## config.mk

```make
export PLATFORM = sky130hd
export DESIGN_NAME = stream_arbiter
export DESIGN_NICKNAME = d
export VERILOG_FILES = /design/src/rtl/stream_arb_pkg.sv /design/src/rtl/data_select.sv /design/src/rtl/stream_arbiter.sv
export SDC_FILE = /design/constraint.sdc
export NUM_CORES = 1
export LEC_CHECK = 0
export CAP_MARGIN = 20
export CORE_AREA = 2 2 39 41
export CTS_BUF_LIST = sky130_fd_sc_hd__clkbuf_16
export DETAILED_ROUTE_END_ITERATION = 16
export DIE_AREA = 0 0 41 43
export SYNTH_ARGS = -nofsm -noshare
export SYNTH_HDL_FRONTEND = slang
export SYNTH_SLANG_ARGS = --single-unit
```

## constraint.sdc

```tcl
create_clock -name clk -period 1.6 [get_ports clk]
set_input_delay 0.24 -clock clk [delete_from_list [all_inputs] [get_ports clk]]
set_output_delay 0.24 -clock clk [all_outputs]
set_load 0.1 [all_outputs]
```

## src/rtl/stream_arb_pkg.sv

```systemverilog
// Shared types and constants for the two-input stream arbiter.
// Define STREAM_ARB_RR_EN to select round-robin arbitration. Without it the
// arbiter uses fixed priority, and in0 wins every contest.
package stream_arb_pkg;

    // Output-register occupancy: EMPTY means out_valid = 0, FULL means out_valid = 1.
    typedef enum logic {
        EMPTY = 1'b0,
        FULL  = 1'b1
    } state_t;

    // Source-select encoding, used for out_sel, the grant and last_grant.
    localparam logic SRC_IN0 = 1'b0;
    localparam logic SRC_IN1 = 1'b1;

endpackage

```

## src/rtl/data_select.sv

```systemverilog
// 2:1 word multiplexer. The sel input picks the granted requester's word.
module data_select
    import stream_arb_pkg::*;
#(
    parameter int DATA_WIDTH = 4
) (
    input  logic [DATA_WIDTH-1:0] i_in0,
    input  logic [DATA_WIDTH-1:0] i_in1,
    input  logic                  i_sel,
    output logic [DATA_WIDTH-1:0] o_data
);

    assign o_data = (i_sel == SRC_IN1) ? i_in1 : i_in0;

endmodule

```

## src/rtl/stream_arbiter.sv

```systemverilog
// Two-requester stream arbiter with a single registered output slot.
// Define STREAM_ARB_RR_EN for round-robin arbitration between the requesters.
// By default the arbiter uses fixed priority, and in0 wins every contest.
//
// Handshake: a word moves on a channel only in a cycle where both valid and
// ready are 1. The output slot accepts a new word when it is empty or when it
// is draining (load_en = !out_valid || out_ready). The one granted requester
// sees ready = load_en. A word loaded at a clock edge appears on out_* at that
// edge. The slot holds it until the consumer takes it.
module stream_arbiter
    import stream_arb_pkg::*;
#(
    parameter int DATA_WIDTH = 4
) (
    input  logic                  clk,
    input  logic                  rst_n,
    input  logic [DATA_WIDTH-1:0] in0_data,
    input  logic                  in0_valid,
    output logic                  in0_ready,
    input  logic [DATA_WIDTH-1:0] in1_data,
    input  logic                  in1_valid,
    output logic                  in1_ready,
    output logic [DATA_WIDTH-1:0] out_data,
    output logic                  out_sel,
    output logic                  out_valid,
    input  logic                  out_ready,
    output state_t                o_dbg_state
);

    state_t                r_state;
    state_t                w_state_nxt;
    logic [DATA_WIDTH-1:0] r_out_data;
    logic                  r_out_sel;
    logic [DATA_WIDTH-1:0] w_sel_data;
    logic                  w_sel;
    logic                  w_load_en;
    logic                  w_in_xfer;

`ifdef STREAM_ARB_RR_EN
    logic r_last_grant;

    // Track the most recent winner so a contest goes to the other requester.
    always_ff @(posedge clk) begin
        if (!rst_n) begin
            r_last_grant <= SRC_IN1;
        end else if (w_in_xfer) begin
            r_last_grant <= w_sel;
        end
    end

    assign w_sel = in1_valid && (!in0_valid || (r_last_grant == SRC_IN0));
`else
    assign w_sel = in1_valid && !in0_valid;
`endif

    assign w_load_en = (r_state == EMPTY) || out_ready;
    assign in0_ready = rst_n && w_load_en && in0_valid && (w_sel == SRC_IN0);
    assign in1_ready = rst_n && w_load_en && in1_valid && (w_sel == SRC_IN1);
    assign w_in_xfer = in0_ready || in1_ready;

    data_select #(
        .DATA_WIDTH(DATA_WIDTH)
    ) u_data_select (
        .i_in0  (in0_data),
        .i_in1  (in1_data),
        .i_sel  (w_sel),
        .o_data (w_sel_data)
    );

    // State register for the output-slot occupancy FSM.
    always_ff @(posedge clk) begin
        if (!rst_n) begin
            r_state <= EMPTY;
        end else begin
            r_state <= w_state_nxt;
        end
    end

    // Fill on an input transfer. Empty on a drain that has no refill.
    always_comb begin
        w_state_nxt = r_state;
        case (r_state)
            EMPTY:   if (w_in_xfer) w_state_nxt = FULL;
            FULL:    if (out_ready && !w_in_xfer) w_state_nxt = EMPTY;
            default: w_state_nxt = EMPTY;
        endcase
    end

    // Output word register. It loads only on an input transfer and otherwise holds.
    always_ff @(posedge clk) begin
        if (!rst_n) begin
            r_out_data <= '0;
            r_out_sel  <= SRC_IN0;
        end else if (w_in_xfer) begin
            r_out_data <= w_sel_data;
            r_out_sel  <= w_sel;
        end
    end

    assign out_data    = r_out_data;
    assign out_sel     = r_out_sel;
    assign out_valid   = (r_state == FULL);
    assign o_dbg_state = r_state;

endmodule
```

==> summary.md, run 1 <==
| Metric | Value |
|---|---|
| Status | finished clean |
| FF-to-FF End | out_data[2] |
| HP Class | register to register |
| Post-CTS sizing | 0 |
| Vias in the first global route | approximately 320 |
| EDFF count, synth | 0 |
| First-pass GRT wire length | around 1.4 mm |
| Reg area | about 120 µm² |
| Gate Count Post-Synth | 31 |
| Slew Viols, Final | 0 |
| Setup violations, final | 0 |
| RSZ-0062 raised after global routing | no |
| Post-DP HPWL | about 670 µm |
| Ratio of final minimum period to clock period | 0.968 |
| Crit. End Element | output pin |
| GRT Overall Usage | 0.123 |
| Chip height | 43 µm |
| Synth-to-layout area growth | 150% |
| Pre-antenna DRT Iters | 2 |
| Ports | 22 |
| Number of buffers created by CTS | 3 |
| Pin count of the biggest net entering global routing | 7 |
| Antenna violations before repair | 0 |
| Crit path max fanout | 4 |
| YS warnings | 0 |
| Core box area | 1380 µm² |
| Fin crit period | ~1.5 ns |
| First DRT Iteration DRCs | 3 |
| Hold slack | 0.528 ns |
| Ys async rst share | 0 |
| Setup TNS | 0 ns |
| DRC viols | 0 |
| Most common cell in the netlist | dfxtp_1 |
| Seq cells post-synth | 6 |
| Area of the multi-input gates | 173 µm² |
| Bufs on Longest Clock Path | 2 |
| Top cells by count, synth | dfxtp_1 (6), mux2i_1 (4), o211ai_1 (4), o21ai_1 (4) |
| Row cnt | 14 |
| Largest cells by area after synthesis | dfxtp_1 (42%), mux2i_1 (14%), o211ai_1 (10%) |
| Worst setup SP type | primary input |
| Vias | between 300 and 400 |
| CTS tree | yes |
| Antenna cells | 0 |
| Die span in x | between 40 and 50 µm |
| Max frequency | between 600 and 700 MHz |
| Leak pwr | 0.304 nW |
| Yosys top cell area share | 0.416 |
| Syn Nets | between 40 and 50 |
| Starting Density | 0.209 |
| Max VDD drop | roughly 0.64 mV |
| Worst r2r src | o_dbg_state |
| Leading area contributor after synthesis | dfxtp_1 |
| CP Data Arrival Time | about 1.3 ns |
| Final Hold Viols | 0 |
| Syn_area_per_cell | slightly above 9 µm² |
| Worst reg-to-reg path cell count | 3 |
| Req. time, crit path | roughly 1.4 ns |
| Power Density | between 1000 and 1500 nW/µm² |
| Worst slew pin tran | between 0.3 and 0.4 ns |
| Clk slew on worst S/H paths | around 0.03 ns |
| Worst Hold End | out_data[3] |
| Synth cell types | 15 |
| Reg2Reg Setup Slack | about 0.47 ns |
| Post-route ant nets | 0 |
| CTS H-tree depth | 1 |
| Synth Flop Type | dfxtp_1 |
| Clk Latency, worst-skew pair | approximately 0.23 ns |
| Setup Buffers After CTS | 0 |
| Cells on Worst Hold Path | 2 |
| Slew headroom | 0.739 |
| Post-Syn Area | approximately 290 µm² |
| IO buf count | 21 |
| Wirelength per Cell | between 10 and 15 µm |
| Placer Congestion | approximately 0.64 |
| Final net count | 71 |
| Total clock sinks | 6 |
| Die area | about 1800 µm² |
| Via/cell ratio | roughly 4.8 |
| Gr ovfl total | 0 |
| Max cap viols | 0 |
| CP Class | primary input to output pin |
| Sequential share of the synthesized area | 0.416 |
| Hold path start | out_data[3] |
| Layout Skew | 0.00532 ns |
| Share of cells above drive strength 1 | 0.368 |
| # fillers | about 120 |
| Hold-fix buffers, CTS | 0 |
| Root Driver | clkbuf_16 |
| Total wire length | about 900 µm |
[cells in the final DEF, fill, tap and decap left out, types with 2 or more instances in the layout]
| cell type | netlist | routed |
|---|---|---|
| o211ai_1 | 4 | 4 |
| buf_4 | 1 | 3 |
| buf_12 | 0 | 9 |
| nand2b_1 | 2 | 2 |
| clkbuf_16 | 0 | 3 |
| clkdlybuf4s50_1 | 0 | 12 |
| o21ai_1 | 4 | 4 |
| dfxtp_1 | 6 | 5 |
| a21oi_1 | 2 | 2 |
| mux2i_1 | 4 | 4 |
[report_power, final]
| part | switching [mW] | internal (mW) |
|---|---|---|
| registers | 0.0141 | 0.162 |
| logic | 0.154 | 0.107 |
| clock network | 0.0831 | 0.324 |
[cell type report]
| cell class | count | share of cell area |
|---|---|---|
| clock buffers | 3 | 0.104 |
| clock inverters | 1 | 0.00520 |
| inverters | 1 | 0.00520 |
| multi-input cells | 22 | 0.239 |
| flip-flops and latches | 6 | 0.172 |
| well taps | 16 | 0.0277 |
| repair buffers | 24 | 0.447 |
[worst max-delay path, stage by stage]
cell,delay (ns)
clkdlybuf4s50_1,0.46
nand2b_1,0.23
nor3_4,0.18
buf_12,0.20
[how the worst max path moves through the flow]
stage                      startpoint     endpoint  slack [ns]  cells past startpoint
after floorplan           o_dbg_state    in1_ready       -0.06                      2
after global placement      in0_valid  out_data[2]        0.09                      5
after detailed placement    in0_valid    in1_ready        0.07                      4
after CTS                   in0_valid    in1_ready        0.05                      4
after global routing        in0_valid    in1_ready       0.001                      4
final                       in0_valid    in1_ready        0.05                      4
[through the flow]
| step | std cells | total power [mW] | utilization | area (µm²) | worst slack (ns) |
|---|---|---|---|---|---|
| final | 73 | 0.845 | 0.522 | 722 | 0.0517 |
| after global routing | 73 | 0.877 | 0.522 | 722 | 0.000995 |
| after CTS | 73 | 0.852 | 0.522 | 722 | 0.0451 |
| after detailed placement | 69 | 0.440 | 0.465 | 643 | 0.0728 |
| after global placement | 69 | 0.438 | 0.465 | 643 | 0.0851 |
| after floorplan | 31 | 0.323 | - | 312 | -0.0630 |
[sequential cells by signal, summed over array words and instances (netlist names)]
register / cells
out_sel: 1
out_data: 4
o_dbg_state: 1
[per-layer routing]
metal  up-vias  part of all wire  track usage
li1        169                 -            -
met1       161              0.38        0.110
met2        17              0.52        0.209
met3         0              0.11       0.0942
met4         0                 0       0.0200
met5         -                 0            0
[kinds of logic (layout without fill, tap and decap cells)]
group	after synthesis	after routing	synth area share
flops	6	6	0.416
simple gates	7	7	0.160
compound gates	11	11	0.234
mux	4	4	0.139
buf+inv	3	29	0.0519
No activity file was read; power rests on OpenSTA's default activity.
==> inputs of run 2 (changes only) <==
--- a/config.mk
+++ b/config.mk
@@ -8,6 +8,7 @@
 export CAP_MARGIN = 20
 export CORE_AREA = 2 2 39 41
 export CTS_BUF_LIST = sky130_fd_sc_hd__clkbuf_16
+export CTS_CLUSTER_SIZE = 25
 export DETAILED_ROUTE_END_ITERATION = 16
 export DIE_AREA = 0 0 41 43
 export SYNTH_ARGS = -nofsm -noshare
==> results of run 2 <==
The final DEF is identical to that of run 1; final timing and power are the same.
==> inputs of run 3 (changes only) <==
==> constraint.sdc (replaced) <==
create_clock -name clk -period 1.6 [get_ports clk]
set_input_delay 0.4 -clock clk [delete_from_list [all_inputs] [get_ports clk]]
set_output_delay 0.4 -clock clk [all_outputs]
set_load 0.1 [all_outputs]
==> run 3 against run 2 <==
Combinational power up 3%. Final area is 6.4% higher. Non-clock buffer count up 4. Sequential power hardly changed. Critical path type unchanged. Flip-flop and latch count unchanged. Sequential share of layout area is 1.0 points lower. Critical endpoint is now in0_ready. Via count down 4.0%. Power increased by 1.2%. Die area did not move. Clock skew shrank 0.0028 ns. Register-to-register slack worse by 0.11 ns.
==> summary.md, run 3 (same netlist as run 1, synthesis figures left out) <==
| Metric | Value |
|---|---|
| Status | finished clean (unchanged) |
| Share of cells above drive strength 1 | 0.443 (was 0.368) |
| Die span in x | 41 µm (unchanged) |
| Critical Path Slowest Stage Cell | dlygate4sd2_1 (was clkdlybuf4s50_1) |
| Fin crit period | 1.57 ns (was 1.55 ns) |
| Final Hold Viols | 0 (unchanged) |
| CTS H-tree depth | 1 (unchanged) |
| Largest delay contributor family on the critical path | buffers and inverters (unchanged) |
| Number of buffers created by CTS | 3 (unchanged) |
| Chip height | 43 µm (unchanged) |
| Post-DP HPWL | 627 µm (was 672 µm) |
| Core box area | 1380 µm² (unchanged) |
| Row cnt | 14 (unchanged) |
| GRT Overall Usage | 0.114 (was 0.123) |
| Layout Skew | 0.00247 ns (was 0.00532 ns) |
| Setup TNS | 0 ns (unchanged) |
| CTS tree | yes (unchanged) |
| Ports | 22 (unchanged) |
| Max incr delay on CP | 0.26 ns (was 0.46 ns) |
| Power Density | 1110 nW/µm² (was 1170 nW/µm²) |
| DRC viols | 0 (unchanged) |
| Crit path max fanout | 2 (was 4) |
| Leak pwr | 0.339 nW (was 0.304 nW) |
| Gr ovfl total | 0 (unchanged) |
| RSZ-0062 raised after global routing | no (unchanged) |
| Root Driver | clkbuf_16 (unchanged) |
| Clk Latency, worst-skew pair | 0.23 ns (about the same) |
| Most common cell after layout, fill and taps aside | buf_12 (was clkdlybuf4s50_1) |
| Vias in the first global route | 338 (was 324) |
| Hold-fix buffers, CTS | 0 (unchanged) |
| Slew headroom | 0.883 (was 0.739) |
| Vias | 333 (was 347) |
| CP Class | primary input to output pin (unchanged) |
| GR Util met1 | 0.158 (was 0.110) |
| Wirelength per Cell | 10.1 µm (was 12.3 µm) |
| Synth-to-layout area growth | 166% (was 150%) |
| Die area | 1760 µm² (unchanged) |
| Pin count of the biggest net entering global routing | 6 (was 7) |
| Total wire length | 778 µm (was 900 µm) |
| Max VDD drop | 0.591 mV (was 0.639 mV) |
| CP Data Arrival Time | 1.17 ns (was 1.31 ns) |
| Met3 Track Usage GR | 0.0471 (was 0.0942) |
| Pre-antenna DRT Iters | 2 (unchanged) |
| Setup Buffers After CTS | 0 (unchanged) |
| Worst slew pin tran | 0.175 ns (was 0.390 ns) |
| Most frequent cells in the layout | buf_12 (9), clkdlybuf4s50_1 (8), buf_4 (7), dfxtp_1 (5) (was clkdlybuf4s50_1 (12), buf_12 (9), dfxtp_1 (5)) |
| Critical path, cell by cell | dlygate4sd2_1 > nand2b_4 > and3_4 > buf_12 (was clkdlybuf4s50_1 > nand2b_1 > nor3_4 > buf_12) |
| Crit. End Element | output pin (unchanged) |
| Final net count | 75 (was 71) |
| First DRT Iteration DRCs | 1 (was 3) |
| Max cap viols | 0 (unchanged) |
| Max frequency | 638 MHz (was 646 MHz) |
| Req. time, crit path | 1.20 ns (was 1.36 ns) |
| IO buf count | 21 (unchanged) |
| Via/cell ratio | 4.32 (was 4.75) |
| Antenna cells | 0 (unchanged) |
| Bufs on Longest Clock Path | 2 (unchanged) |
| Largest register FFs | 4 (unchanged) |
| First-pass GRT wire length | 1.32 mm (was 1.37 mm) |
| Antenna violations before repair | 0 (unchanged) |
| Clk slew on worst S/H paths | 0.04 ns (was 0.03 ns) |
| Setup violations, final | 0 (unchanged) |
| GR peak layer | met1 (was met2) |
| Placer Congestion | 0.773 (was 0.638) |
| Tot Pwr | 0.855 mW (was 0.845 mW) |
| Slew Viols, Final | 0 (unchanged) |
| Ratio of final minimum period to clock period | 0.980 (was 0.968) |
| WP buf/inv | 2 (unchanged) |
| Post-route ant nets | 0 (unchanged) |
| Total clock sinks | 6 (unchanged) |
| Starting Density | 0.209 (unchanged) |
| HP Class | register to register (unchanged) |
| Worst setup SP type | primary input (unchanged) |
| Met2 usage | 0.144 (was 0.209) |
==> run 3: worst paths after layout <==
kind	from	to	slack, ns	cells past startpoint
setup reg to reg	o_dbg_state	out_data[2]	0.36	4
hold reg to reg	out_data[0]	out_data[0]	0.54	2
hold / removal	out_data[0]	out_data[0]	0.54	2
setup / recovery	out_ready	in0_ready	0.03	4
==> run 3: layout make-up <==
| type | instances | area [µm²] |
|---|---|---|
| fillers | 110 | 616 |
| repair buffers | 28 | 350 |
| multi-input cells | 22 | 191 |
| flip-flops and latches | 6 | 124 |
| clock buffers | 3 | 75.1 |
| well taps | 16 | 20.0 |
| clock inverters | 1 | 3.75 |
| inverters | 1 | 3.75 |
==> run 3: layer usage <==
metal	up-vias	wire length [µm]
met5	-	0
met1	147	344
met4	0	0
li1	172	-
met2	14	380
met3	0	52
==> run 3: through the flow <==
stage | util | cell area (µm²) | hold slack [ns] | instances | setup slack [ns]
after global routing | 0.555 | 768 | 0.547 | 77 | 0.000376
after global placement | 0.486 | 673 | 0.529 | 73 | -0.255
after floorplan | - | 322 | 0.496 | 31 | -0.223
after detailed placement | 0.486 | 673 | 0.529 | 73 | -0.256
after CTS | 0.554 | 767 | 0.538 | 77 | 0.0239
final | 0.555 | 768 | 0.536 | 77 | 0.0325
==> run 3: where the power goes <==
part / internal (mW) / switching [mW]
sequential: 0.162 / 0.0152
clock: 0.324 / 0.0854
combinational: 0.114 / 0.154
==> run 3: repair_timing <==
| action | CTS | global route |
|---|---|---|
| resized for setup | 8 | 1 |
| pin swaps | 1 | 0 |
| setup endpoints to repair | 2 | 1 |
==> run 3: tightest hold or removal path, stage by stage, from the launching register on <==
cell and delay (ns):
dfxtp_1 0.33, o211ai_1 0.10, o21ai_1 0.06
